[src/rtl/imem_loader.sv]
// Program loader: turns a little-endian byte stream into 32-bit words written to instruction memory.
// Latency: one count byte, then 4 accept cycles + 1 WRITE cycle per word; DONE pulses one cycle later.
// Backpressure: in_ready (registered) is low outside RECV_* states; a waiting byte is held, never dropped.
// Optional: define IMEM_LOADER_CHECKSUM_EN to require a trailing mod-256 checksum byte.
module imem_loader #(
  parameter int DEPTH   = 128,
  parameter int ADDR_W  = 7,
  parameter int TIMEOUT = 100000
) (
  input  logic              clk,
  input  logic              rst_n,
  input  logic              load_start,
  input  logic              in_valid,
  input  logic [7:0]        in_data,
  output logic              in_ready,
  output logic              mem_we,
  output logic [ADDR_W-1:0] mem_waddr,
  output logic [31:0]       mem_wdata,
  output logic              cpu_hold,
  output logic              busy,
  output logic              done,
  output logic              error,
  output logic [ADDR_W:0]   words_loaded
);
  localparam int TW = $clog2(TIMEOUT + 1);

  typedef enum logic [2:0] {
    S_IDLE,
    S_RECV_COUNT,
    S_RECV_WORD,
    S_WRITE,
    S_DONE,
    S_ERROR
`ifdef IMEM_LOADER_CHECKSUM_EN
    , S_RECV_CSUM
`endif
  } state_t;

  state_t          state, state_nxt;
  logic [ADDR_W:0] nwords;
  logic [ADDR_W:0] widx;
  logic [ADDR_W:0] widx_inc;
  logic [1:0]      bidx;
  logic [31:0]     wdata;
  logic [TW-1:0]   tcnt;
  logic            accept;
  logic            start_ok;
  logic            count_bad;
  logic            tout;
  logic            last_word;
`ifdef IMEM_LOADER_CHECKSUM_EN
  logic [7:0]      sum;
  logic [7:0]      sum_nxt;
`endif

  // States in which a byte may be accepted (and the idle timer runs).
  function automatic logic is_recv(input state_t s);
`ifdef IMEM_LOADER_CHECKSUM_EN
    return (s == S_RECV_COUNT) || (s == S_RECV_WORD) || (s == S_RECV_CSUM);
`else
    return (s == S_RECV_COUNT) || (s == S_RECV_WORD);
`endif
  endfunction

  assign accept    = in_valid && in_ready;
  assign start_ok  = load_start && ((state == S_IDLE) || (state == S_ERROR));
  assign count_bad = (in_data == 8'd0) || (32'(in_data) > DEPTH);
  // An accepted byte on the expiry edge wins over the timeout.
  assign tout      = (tcnt == TW'(TIMEOUT - 1)) && !accept;
  assign widx_inc  = widx + 1'b1;
  assign last_word = (widx_inc == nwords);
`ifdef IMEM_LOADER_CHECKSUM_EN
  assign sum_nxt   = sum + in_data;
`endif

  // Word index doubles as the write address (low bits) and the loaded-word count (full width).
  assign mem_waddr    = widx[ADDR_W-1:0];
  assign words_loaded = widx;
  assign mem_wdata    = wdata;

  // Next-state decode and per-state output strobes.
  always_comb begin
    state_nxt = state;
    mem_we    = 1'b0;
    cpu_hold  = 1'b0;
    busy      = 1'b0;
    done      = 1'b0;
    error     = 1'b0;
    case (state)
      S_IDLE: begin
        if (load_start) state_nxt = S_RECV_COUNT;
      end
      S_ERROR: begin
        error    = 1'b1;
        cpu_hold = 1'b1;
        if (load_start) state_nxt = S_RECV_COUNT;
      end
      S_RECV_COUNT: begin
        cpu_hold = 1'b1;
        busy     = 1'b1;
        if (accept)    state_nxt = count_bad ? S_ERROR : S_RECV_WORD;
        else if (tout) state_nxt = S_ERROR;
      end
      S_RECV_WORD: begin
        cpu_hold = 1'b1;
        busy     = 1'b1;
        if (accept) begin
          if (bidx == 2'd3) state_nxt = S_WRITE;
        end else if (tout) begin
          state_nxt = S_ERROR;
        end
      end
      S_WRITE: begin
        mem_we   = 1'b1;
        cpu_hold = 1'b1;
        busy     = 1'b1;
        if (!last_word) state_nxt = S_RECV_WORD;
`ifdef IMEM_LOADER_CHECKSUM_EN
        else            state_nxt = S_RECV_CSUM;
`else
        else            state_nxt = S_DONE;
`endif
      end
      S_DONE: begin
        done      = 1'b1;
        cpu_hold  = 1'b1;
        busy      = 1'b1;
        state_nxt = S_IDLE;
      end
`ifdef IMEM_LOADER_CHECKSUM_EN
      S_RECV_CSUM: begin
        cpu_hold = 1'b1;
        busy     = 1'b1;
        if (accept)    state_nxt = (sum_nxt == 8'd0) ? S_DONE : S_ERROR;
        else if (tout) state_nxt = S_ERROR;
      end
`endif
      default: state_nxt = S_IDLE;
    endcase
  end

  // State register, registered in_ready, word/byte indices, word assembly and idle timer.
  always_ff @(posedge clk or negedge rst_n) begin
    if (!rst_n) begin
      state    <= S_IDLE;
      in_ready <= 1'b0;
      nwords   <= '0;
      widx     <= '0;
      bidx     <= '0;
      wdata    <= '0;
      tcnt     <= '0;
    end else begin
      state    <= state_nxt;
      in_ready <= is_recv(state_nxt);
      if (start_ok) begin
        widx <= '0;
        bidx <= '0;
        tcnt <= '0;
      end else begin
        if (is_recv(state)) tcnt <= accept ? '0 : tcnt + 1'b1;
        if (accept && (state == S_RECV_COUNT)) nwords <= (ADDR_W+1)'(in_data);
        if (accept && (state == S_RECV_WORD)) begin
          wdata[8*bidx +: 8] <= in_data;
          bidx               <= bidx + 2'd1;
        end
        if (state == S_WRITE) widx <= widx_inc;
      end
    end
  end

`ifdef IMEM_LOADER_CHECKSUM_EN
  // Running mod-256 sum of the count byte and every data byte of the current load.
  always_ff @(posedge clk or negedge rst_n) begin
    if (!rst_n)        sum <= '0;
    else if (start_ok) sum <= '0;
    else if (accept)   sum <= sum_nxt;
  end
`endif

endmodule

[config.mk]
export PLATFORM = sky130hd
export DESIGN_NAME = imem_loader
export DESIGN_NICKNAME = d
export VERILOG_FILES = /design/src/rtl/imem_loader.sv
export SDC_FILE = /design/constraint.sdc
export NUM_CORES = 1
export LEC_CHECK = 0
export CAP_MARGIN = 10
export CORE_ASPECT_RATIO = 1.75
export CORE_MARGIN = 1.5
export CORE_UTILIZATION = 30
export CTS_CLUSTER_DIAMETER = 60
export DETAILED_ROUTE_END_ITERATION = 10
export GPL_TIMING_DRIVEN = 0
export SLEW_MARGIN = 5
export SYNTH_ARGS = -nofsm -noshare
export SYNTH_HDL_FRONTEND = slang
export SYNTH_SLANG_ARGS = --single-unit
[constraint.sdc]
create_clock -name clk -period 5.7 [get_ports clk]
set_clock_uncertainty 0.05 [all_clocks]
set_input_delay 1.425 -clock clk [delete_from_list [all_inputs] [get_ports clk]]
set_output_delay 1.425 -clock clk [all_outputs]
set_load 0.1 [all_outputs]
==> flow_metrics.env <==
export IMPL_vias=3085
export IMPL_max_slew_margin_rel=0.337
export IMPL_syn_area_per_cell_um2=9.25
export IMPL_synth_distinct_cells=46
export IMPL_max_freq_mhz=220
export IMPL_numCtsBuffers=9
export IMPL_cap_violations=0
export IMPL_syn_inst=393
export IMPL_hold_viol_final=0
export IMPL_end_kind="output port"
export IMPL_rows=53
export IMPL_cp_max_fo=10
export IMPL_port_buffers=64
export IMPL_hold_ws_ns=0.432
export IMPL_grt_max_degree=42
export IMPL_crit_arrival_ns=3.08
export IMPL_ant_nets=0
export IMPL_yosysSeqAreaShare=0.489
export IMPL_grt_first_pass_wirelength_um=15400
export IMPL_finalSetupTns_ns=0
export IMPL_start_util=0.305
export IMPL_ctsResizeCount=0
export IMPL_drt_iter0_markers=145
export IMPL_cts_root_buf="clkbuf_16"
export IMPL_synthFlopType="dfrtp_1"
export IMPL_drive_gt1_frac=0.0949
export IMPL_die_w_um=86.2
export IMPL_via_per_inst=5.05
export IMPL_die_height_um=149
export IMPL_cellPowerDensity_nw_per_um2=481
export IMPL_drt_total_wl_um=9330
export IMPL_pin_count=65
export IMPL_hpwl_um=6870
export IMPL_core_region_area_um2=11900
export IMPL_grt_use_total=0.157
export IMPL_worstHoldPathType="register to register"
export IMPL_synth_nets=413
export IMPL_p_leak_nw=2.03
export IMPL_clk_latency_ns=0.34
export IMPL_holdBufCountCts=0
export IMPL_peakVddDrop_mv=0.326
export IMPL_fillers=1212
export IMPL_drc_errors=0
export IMPL_rsz0062_at_grt="no"
export IMPL_final_max_slew_viol_count=0
export IMPL_yosys_warnings=0
export IMPL_period_share=0.799
export IMPL_dieArea_um2=12800
export IMPL_cts_sinks=71
export IMPL_cts_tree="done"
export IMPL_period_needed_ns=4.55
export IMPL_antenna_found_initial=0
export IMPL_clock_path_buffers=2
export IMPL_fin_util=0.401
export IMPL_grt_pass1_vias=3081
export IMPL_place_gp_congestion=0.772
export IMPL_required_ns=4.22
export IMPL_area_growth_syn_to_layout_pct=31.7
export IMPL_drt_pass1_iter_count=4
export IMPL_worst_slew_pin_slew_ns=0.991
export IMPL_outcome="finished, final reports clean"
export IMPL_syn_area_um2=3640
export IMPL_nNetsFinal=489
export IMPL_ys_ff_latch=71
export IMPL_post_cts_setup_buffers=0
export IMPL_wl_per_cell_um=15.3
export IMPL_setup_violations_final=0
export IMPL_path_clk_slew_ns=0.06
export IMPL_cts_max_level=3
export IMPL_critPathKind="register to output port"
export IMPL_synthArstFlopShare=1.00
export IMPL_overflow=0
export IMPL_startpoint_type="register"
export IMPL_antennaDiodeCount=0
export IMPL_synth_edf_count=0
metal layers:
layer | vias to the layer above | part of all wire | track usage
met4 | 0 | 0.021 | 0.0669
li1 | 1500 | - | -
met5 | - | 0 | 0
met3 | 13 | 0.033 | 0.0266
met2 | 72 | 0.56 | 0.296
met1 | 1500 | 0.39 | 0.169
power by group:
| part | switching [mW] | total [mW] | internal (mW) |
|---|---|---|---|
| Sequential | 0.0845 | 0.678 | 0.593 |
| Clock | 0.225 | 0.610 | 0.385 |
| Combinational | 0.726 | 1.02 | 0.290 |
| Total | 1.04 | 2.30 | 1.27 |
sequential cells by signal, summed over array words and instances (netlist names):
name	count
words_loaded	8
in_ready	1
mem_wdata	32
bidx	2
nwords	8
state	3
tcnt	17
synth_stat cells (all sizes together), types with 4 or more instances:
cell type,n,area share
nor4b,4,0.011
buf,10,0.018
nor2,32,0.033
inv,6,0.0062
nand4,9,0.015
mux2,9,0.028
xnor2,5,0.012
a21oi,7,0.0096
nor3b,6,0.012
and3,8,0.014
nand3,8,0.011
xor2,22,0.053
o21ai,42,0.058
dfrtp,71,0.49
nand2,91,0.094
nor2b,4,0.0069
ha,8,0.028
clkbuf,12,0.012
nor3,6,0.0096
path summary, 6_finish.rpt:
path	startpoint	endpoint	slack [ns]	depth (start not counted)
worst max-delay path	state[2]	mem_we	1.15	5
worst min-delay path	mem_wdata[30]	mem_wdata[30]	0.43	2
worst max register to register	state[1]	tcnt[9]	3.31	7
worst min register to register	mem_wdata[30]	mem_wdata[30]	0.43	2
max in group asynchronous	rst_n	mem_wdata[28]	4.07	2
min in group asynchronous	rst_n	words_loaded[5]	0.97	1
layout by cell type, fill, tap and decap left out, drive strengths merged, types with 3 or more instances in the layout:
cell type       n
buf            12
xnor2           5
nor4b           4
clkdlybuf4s50  63
nand2          91
or3             3
o21ai          42
nand4           9
a21oi           7
nor2b           4
nand3           8
mux2            9
nor3b           6
and3            8
nor3            6
clkbuf         22
o31ai           3
nor2           32
inv             7
ha              8
xor2           22
and2            3
dfrtp          71
cell families (layout without fill, tap and decap cells):
| group | Yosys count | count (layout) | share of synthesized area |
|---|---|---|---|
| flip-flops | 71 | 71 | 0.489 |
| XOR/XNOR | 27 | 27 | 0.0650 |
| AND/OR/NAND/NOR | 182 | 182 | 0.239 |
| buffers and inverters | 28 | 109 | 0.0368 |
| AO/OA/AOI/OAI | 66 | 66 | 0.110 |
| adder cells (fa/ha/maj) | 8 | 8 | 0.0275 |
| multiplexers | 11 | 11 | 0.0334 |
stage by stage:
| stage | worst slack, ns | cells | instance area [um^2] | power, mW |
|---|---|---|---|---|
| 6_report | 1.15 | 611 | 4790 | 2.30 |
| 2_1_floorplan | 1.12 | 393 | 3640 | 1.45 |
| 4_1_cts | 1.12 | 611 | 4790 | 2.33 |
| 5_1_grt | 0.973 | 611 | 4790 | 2.43 |
| 3_3_place_gp | 0.623 | 594 | 4450 | 1.69 |
| 3_5_place_dp | 1.48 | 595 | 4470 | 1.71 |
worst max-delay path: stages (launching register included):
cell,delay (ns)
dfrtp_1,0.35
clkbuf_1,0.21
clkbuf_1,0.29
nor2_1,0.21
buf_1,0.44
clkdlybuf4s50_1,1.24
final cells by class:
cell class	count	area, um^2	area share
Buffer	22	111	0.0233
Multi-Input combinational cell	294	1730	0.360
Inverter	6	22.5	0.00470
Clock buffer	10	229	0.0478
Sequential cell	71	1780	0.371
Timing Repair Buffer	65	658	0.137
Tap cell	137	171	0.0358
Clock inverter	6	92.6	0.0193
Power figures use the tool's default switching activity.
